### config.mk
export PLATFORM = sky130hd
export DESIGN_NAME = tnn_feature_framer
export DESIGN_NICKNAME = d
export VERILOG_FILES = /design/src/rtl/tnn_pkg.sv /design/src/rtl/tnn_quant3.sv /design/src/rtl/tnn_feature_framer.sv
export SDC_FILE = /design/constraint.sdc
export NUM_CORES = 1
export LEC_CHECK = 0
export CORE_ASPECT_RATIO = 0.8
export CORE_MARGIN = 2
export CORE_UTILIZATION = 51
export CTS_BUF_LIST = sky130_fd_sc_hd__clkbuf_2 sky130_fd_sc_hd__clkbuf_4 sky130_fd_sc_hd__clkbuf_8
export DETAILED_ROUTE_END_ITERATION = 12
export PLACE_DENSITY = 0.82
export SLEW_MARGIN = 20
export SYNTH_ARGS = -nofsm -noshare
export SYNTH_HDL_FRONTEND = slang
export SYNTH_SLANG_ARGS = --single-unit
### constraint.sdc
create_clock -name clk -period 2.2 [get_ports clk]
set_input_delay 0.44 -clock clk [delete_from_list [all_inputs] [get_ports clk]]
set_output_delay 0.44 -clock clk [all_outputs]
set_load 0.02 [all_outputs]
### src/rtl/tnn_pkg.sv
// Shared definitions for the TNN feature framer and the downstream neuron-array wrappers.
package tnn_pkg;

   localparam int FEAT_W = 3;

   typedef logic [1:0] state_t;

   // Kept as plain constants so older wrappers can compare against raw codes.
   localparam state_t GET_A = 2'd0;
   localparam state_t GET_B = 2'd1;
   localparam state_t GET_C = 2'd2;
   localparam state_t HOLD  = 2'd3;

endpackage

### src/rtl/tnn_quant3.sv
// Combinational 3-bit quantizer: subtract an offset (clamped at zero), shift, saturate to 7.
module tnn_quant3
   import tnn_pkg::*;
#(
   parameter int DATA_W = 8,
   parameter int OFFSET = 0,
   parameter int SHIFT  = 5
) (
   input  logic [DATA_W-1:0] data,
   output logic [FEAT_W-1:0] q
);

   localparam logic [DATA_W-1:0] OFF = DATA_W'(OFFSET);
   localparam logic [DATA_W-1:0] MAXQ = DATA_W'(7);

   logic [DATA_W-1:0] diff;
   logic [DATA_W-1:0] shifted;

   always_comb begin
      diff    = (data > OFF) ? (data - OFF) : '0;
      shifted = diff >> SHIFT;
      q       = (shifted > MAXQ) ? 3'd7 : shifted[FEAT_W-1:0];
   end

endmodule

### src/rtl/tnn_feature_framer.sv
// Groups three quantized samples into a frame and holds it stable for the neuron until consumed.
module tnn_feature_framer
   import tnn_pkg::*;
#(
   parameter int DATA_W = 8,
   parameter int OFFSET = 0,
   parameter int SHIFT  = 5,
   parameter int CNT_W  = 16
) (
   input  logic              clk,
   input  logic              rst_n,
   input  logic [DATA_W-1:0] in_data,
   input  logic              in_last,
   input  logic              in_valid,
   output logic              in_ready,
   output logic [FEAT_W-1:0] feat_a,
   output logic [FEAT_W-1:0] feat_b,
   output logic [FEAT_W-1:0] feat_c,
   output logic              out_valid,
   input  logic              out_ready,
   output logic              err_pulse,
   output logic [CNT_W-1:0]  frame_cnt,
   output logic [CNT_W-1:0]  err_cnt
);

   state_t            state;
   logic [FEAT_W-1:0] q;
   logic [FEAT_W-1:0] a_shadow;
   logic [FEAT_W-1:0] b_shadow;
   logic              accept;
   logic              err_now;

   tnn_quant3 #(
      .DATA_W (DATA_W),
      .OFFSET (OFFSET),
      .SHIFT  (SHIFT)
   ) u_quant (
      .data (in_data),
      .q    (q)
   );

   // Gating with rst_n keeps in_ready low for the whole reset period.
   assign in_ready = rst_n & (state != HOLD);
   assign accept   = in_valid & in_ready;
   assign err_now  = accept & (((state == GET_A || state == GET_B) && in_last) ||
                               ((state == GET_C) && !in_last));

   always_ff @(posedge clk or negedge rst_n) begin
      if (!rst_n) begin
         state     <= GET_A;
         a_shadow  <= '0;
         b_shadow  <= '0;
         feat_a    <= '0;
         feat_b    <= '0;
         feat_c    <= '0;
         out_valid <= 1'b0;
         frame_cnt <= '0;
      end else begin
         case (state)
            GET_A: if (accept) begin
               a_shadow <= q;
               state    <= in_last ? GET_A : GET_B;
            end
            GET_B: if (accept) begin
               b_shadow <= q;
               state    <= in_last ? GET_A : GET_C;
            end
            GET_C: if (accept) begin
               if (in_last) begin
                  feat_a    <= a_shadow;
                  feat_b    <= b_shadow;
                  feat_c    <= q;
                  out_valid <= 1'b1;
                  state     <= HOLD;
               end else begin
                  state <= GET_A;
               end
            end
            default: if (out_valid && out_ready) begin
               out_valid <= 1'b0;
               frame_cnt <= frame_cnt + 1'b1;
               state     <= GET_A;
            end
         endcase
      end
   end

   // Error counter saturates so a flood of bad frames stays visible.
   always_ff @(posedge clk or negedge rst_n) begin
      if (!rst_n) begin
         err_pulse <= 1'b0;
         err_cnt   <= '0;
      end else begin
         err_pulse <= err_now;
         if (err_now && (err_cnt != {CNT_W{1'b1}})) begin
            err_cnt <= err_cnt + 1'b1;
         end
      end
   end

endmodule

==> PnR_summary.wiki <==
{| class="wikitable"
! Metric !! Value
|-
| Clock tree from TritonCTS || built
|-
| Height of the die || 64.5 um
|-
| Maximum number of pins on one net before global-route repair || 36
|-
| Nets in the synthesized netlist || 213
|-
| Asr flop ratio synth || 100%
|-
| Peak fanout along the critical path || 5
|-
| Detail-routed net length per standard cell || 14.0 um
|-
| Count of flip-flops with a built-in enable after synthesis || 0
|-
| Overall routing resource usage || 20.0%
|-
| Worst-case setup margin in the final layout || 0.304 ns
|-
| Number of global-route vias before repair || 1652
|-
| Hold Slack || 0.146 ns
|-
| Max-Cap Viols || 0
|-
| Area growth syn-to-layout || 31.3%
|-
| Sequential cell area in the final layout || 1280 um2
|-
| Layout fillers || 314
|-
| Most instantiated cells after synthesis || sky130_fd_sc_hd__dfrtp_1, sky130_fd_sc_hd__nand2_1, sky130_fd_sc_hd__mux2_2, sky130_fd_sc_hd__xor2_1, sky130_fd_sc_hd__xnor2_1
|-
| Count of antenna diodes in the layout || 0
|-
| Yosys reg bits || 51
|-
| Post-placement cell area || 2960 um2
|-
| # setup viols final || 0
|-
| Dominant synthesized flop cell || sky130_fd_sc_hd__dfrtp_1
|-
| DIE WIDTH || 79.6 um
|-
| Drt via density || 5.40
|-
| Number of antenna violations at the first check in global routing || 0
|-
| Number of DRC markers after the initial detailed-route iteration || 158
|-
| Crit. End Element || register
|-
| Fraction of final layout cells sized beyond drive strength 1 || 16.3%
|-
| I/O pin cnt || 57
|-
| Gate count of the mapped netlist || 198
|-
| Synth area leader || sky130_fd_sc_hd__dfrtp_1
|-
| Post-route cell area || 3060 um2
|-
| Post-placement cell count || 312
|-
| R2R Setup Slk || 0.30 ns
|-
| FF-to-FF Start || err_cnt[0]
|-
| Data required time at the worst endpoint || 2.38 ns
|-
| Unique masters post-synth || 33
|-
| IO buf count || 51
|-
| Area of the mapped netlist || 2330 um2
|-
| Vias post-DR || 1733
|-
| Routability-driven placement congestion ratio || 0.868
|-
| Number of max-slew violations in the final report || 0
|-
| Class of the most critical hold timing path || in2async
|-
| Max H-tree Level || 2
|-
| Number of clock sinks seen by CTS || 51
|-
| Final layout net count || 278
|-
| Setup Fix Bufs, Post-CTS || 0
|-
| Latest clock arrival within the worst-skew pair || 0.30 ns
|-
| Top cells by area in the synthesized netlist || sky130_fd_sc_hd__dfrtp_1, sky130_fd_sc_hd__mux2_2, sky130_fd_sc_hd__xor2_1, sky130_fd_sc_hd__xnor2_1, sky130_fd_sc_hd__nand2_1
|-
| Count of TritonRoute iterations in the first routing pass || 4
|-
| Synthesis warning total || 0
|-
| Worst slew slack as a fraction of its limit || 65.0%
|-
| Result of the run || finished, final reports clean
|-
| Number of standard cells in the final layout excluding fillers || 321
|-
| Detailed-placement wirelength estimate || 3220 um
|-
| Initial core utilization || 54.5%
|-
| Tcrit/Tclk final || 86.2%
|-
| Master cell of the clock root buffer || sky130_fd_sc_hd__clkbuf_8
|-
| Leakage Power || 1.39 nW
|-
| Congestion Overflow GR || 0
|-
| Number of clock buffers inserted by TritonCTS || 5
|-
| Clock slew seen by the registers of the worst setup and hold paths || 0.09 ns
|-
| Share of Yosys cell area claimed by the top area cell type || 54.7%
|-
| Pwr dens || 953 nW/um2
|-
| Std-Cell Rows || 21
|-
| Worst reg2reg path depth || 6
|-
| Minimum clock period || 1.90 ns
|-
| Number of hold violations in the final report || 0
|-
| Maximum clock skew at final layout || 0.00783 ns
|-
| RSZ-0062 raised after global routing || no
|-
| Maximum buffer depth of the clock tree || 2
|-
| Sort of element at the start of the critical path || register
|-
| Dominant cell by count in the synthesized netlist || sky130_fd_sc_hd__dfrtp_1
|-
| Total die area || 5130 um2
|-
| Sum of routed wire length over all layers || 4490 um
|-
| Slew of the pin with the lowest slew margin || 0.520 ns
|-
| Global-route wire length before repair || 7900 um
|-
| Area taken by multi-input logic gates || 1000 um2
|-
| Final ANT Viol Nets || 0
|-
| IR Drop Worst-Case VDD || 0.673 mV
|-
| Average cell area after synthesis || 11.8 um2
|-
| Class of the most critical setup path || reg2reg
|-
| Std-Cell Core Area || 4280 um2
|-
| Share of synthesized area occupied by flip-flops and latches || 54.7%
|-
| Fmax || 527 MHz
|-
| Overall power consumption || 2.92 mW
|-
| Total negative setup slack || 0 ns
|-
| Worst setup timing slack at the placement stage || 0.0784 ns
|-
| Capture instance of the worst register-to-register path || err_cnt[9]
|-
| Final standard cell utilization of the core || 71.5%
|-
| Worst endpoint data arrival time || 2.08 ns
|-
| Post-route DRC violation count || 0
|}
## per-layer routing
metal	vias up	global-route usage, %	wire length (um)	share of wire (%)
li1	832	-	-	-
met1	839	27.7	2030	45
met2	57	30.7	2110	47
met3	5	6.82	314	7.0
met4	0	4.53	42	0.93
met5	-	0	0	0
## worst max-delay path by stage
stage               startpoint             to  slack, ns  depth (start not counted)
floorplan           err_cnt[0]    err_cnt[15]       0.44                          6
global placement     out_ready  frame_cnt[14]       0.13                          5
detailed placement   out_ready  frame_cnt[12]       0.08                          5
CTS                   state[1]       in_ready       0.05                          2
global route        err_cnt[0]     err_cnt[4]       0.11                          6
finish              err_cnt[0]     err_cnt[9]       0.30                          6
## kinds of logic (layout without fill, tap and decap cells)
kind of cell | after synthesis | after routing | synth area share, %
buf+inv | 9 | 75 | 2.31
flops | 51 | 51 | 54.7
simple gates | 83 | 83 | 20.3
mux | 17 | 17 | 8.21
xor+xnor | 29 | 29 | 10.9
compound gates | 7 | 7 | 2.47
fa+ha+maj | 2 | 2 | 1.07
## worst max-delay path, stage by stage, from the launching register on
cell                      delay [ns]
sky130_fd_sc_hd__dfrtp_1        0.43
sky130_fd_sc_hd__ha_1           0.19
sky130_fd_sc_hd__nand3_1        0.17
sky130_fd_sc_hd__nor4_1         0.54
sky130_fd_sc_hd__buf_4          0.24
sky130_fd_sc_hd__nor4_1         0.07
sky130_fd_sc_hd__xor2_1         0.14
## cells in the final DEF, fill, tap and decap left out, types with 2 or more instances in the layout
| cell type | netlist | final |
|---|---|---|
| sky130_fd_sc_hd__and4_1 | 4 | 4 |
| sky130_fd_sc_hd__nor2_1 | 6 | 6 |
| sky130_fd_sc_hd__clkbuf_8 | 0 | 5 |
| sky130_fd_sc_hd__xor2_1 | 17 | 17 |
| sky130_fd_sc_hd__and3_1 | 6 | 6 |
| sky130_fd_sc_hd__clkdlybuf4s50_1 | 0 | 49 |
| sky130_fd_sc_hd__nand2b_1 | 3 | 3 |
| sky130_fd_sc_hd__nor4_1 | 5 | 5 |
| sky130_fd_sc_hd__buf_4 | 1 | 9 |
| sky130_fd_sc_hd__nand4_1 | 7 | 7 |
| sky130_fd_sc_hd__nor4_2 | 2 | 2 |
| sky130_fd_sc_hd__ha_1 | 2 | 2 |
| sky130_fd_sc_hd__dfrtp_1 | 51 | 51 |
| sky130_fd_sc_hd__mux2_2 | 17 | 17 |
| sky130_fd_sc_hd__nor3_1 | 10 | 10 |
| sky130_fd_sc_hd__xnor2_1 | 12 | 12 |
| sky130_fd_sc_hd__inv_1 | 5 | 5 |
| sky130_fd_sc_hd__nand3_1 | 9 | 9 |
| sky130_fd_sc_hd__nand2_1 | 24 | 24 |
## state kept, by name, indices dropped and copies added (netlist names)
register and flops:
err_cnt 16, frame_cnt 16, a_shadow 3, b_shadow 3
feat_a 3, feat_b 3, feat_c 3, state 2
err_pulse 1, out_valid 1
## report_power, final
group          leakage, nW  total [mW]  switching (mW)  internal [mW]
clock network       0.0446       0.530           0.295          0.235
registers            0.655        1.39           0.215           1.17
logic                0.695        1.00           0.465          0.536
total                 1.39        2.92           0.974           1.95
## final cells by class
class	instances	share of cell area [%]
clock buffer	6	2.49
inverter	5	0.613
timing repair buffer	62	19.8
tap	57	2.33
sequential	51	41.7
multi-input combinational	138	32.7
clock inverter	2	0.408
## repair_timing
item	4_1_cts	5_1_grt
hold buffers	1	0
gates resized for setup	0	1
endpoints found under the hold margin	4	0
setup endpoints to repair	0	1
Note: power is estimated with default switching activity, not from simulation.
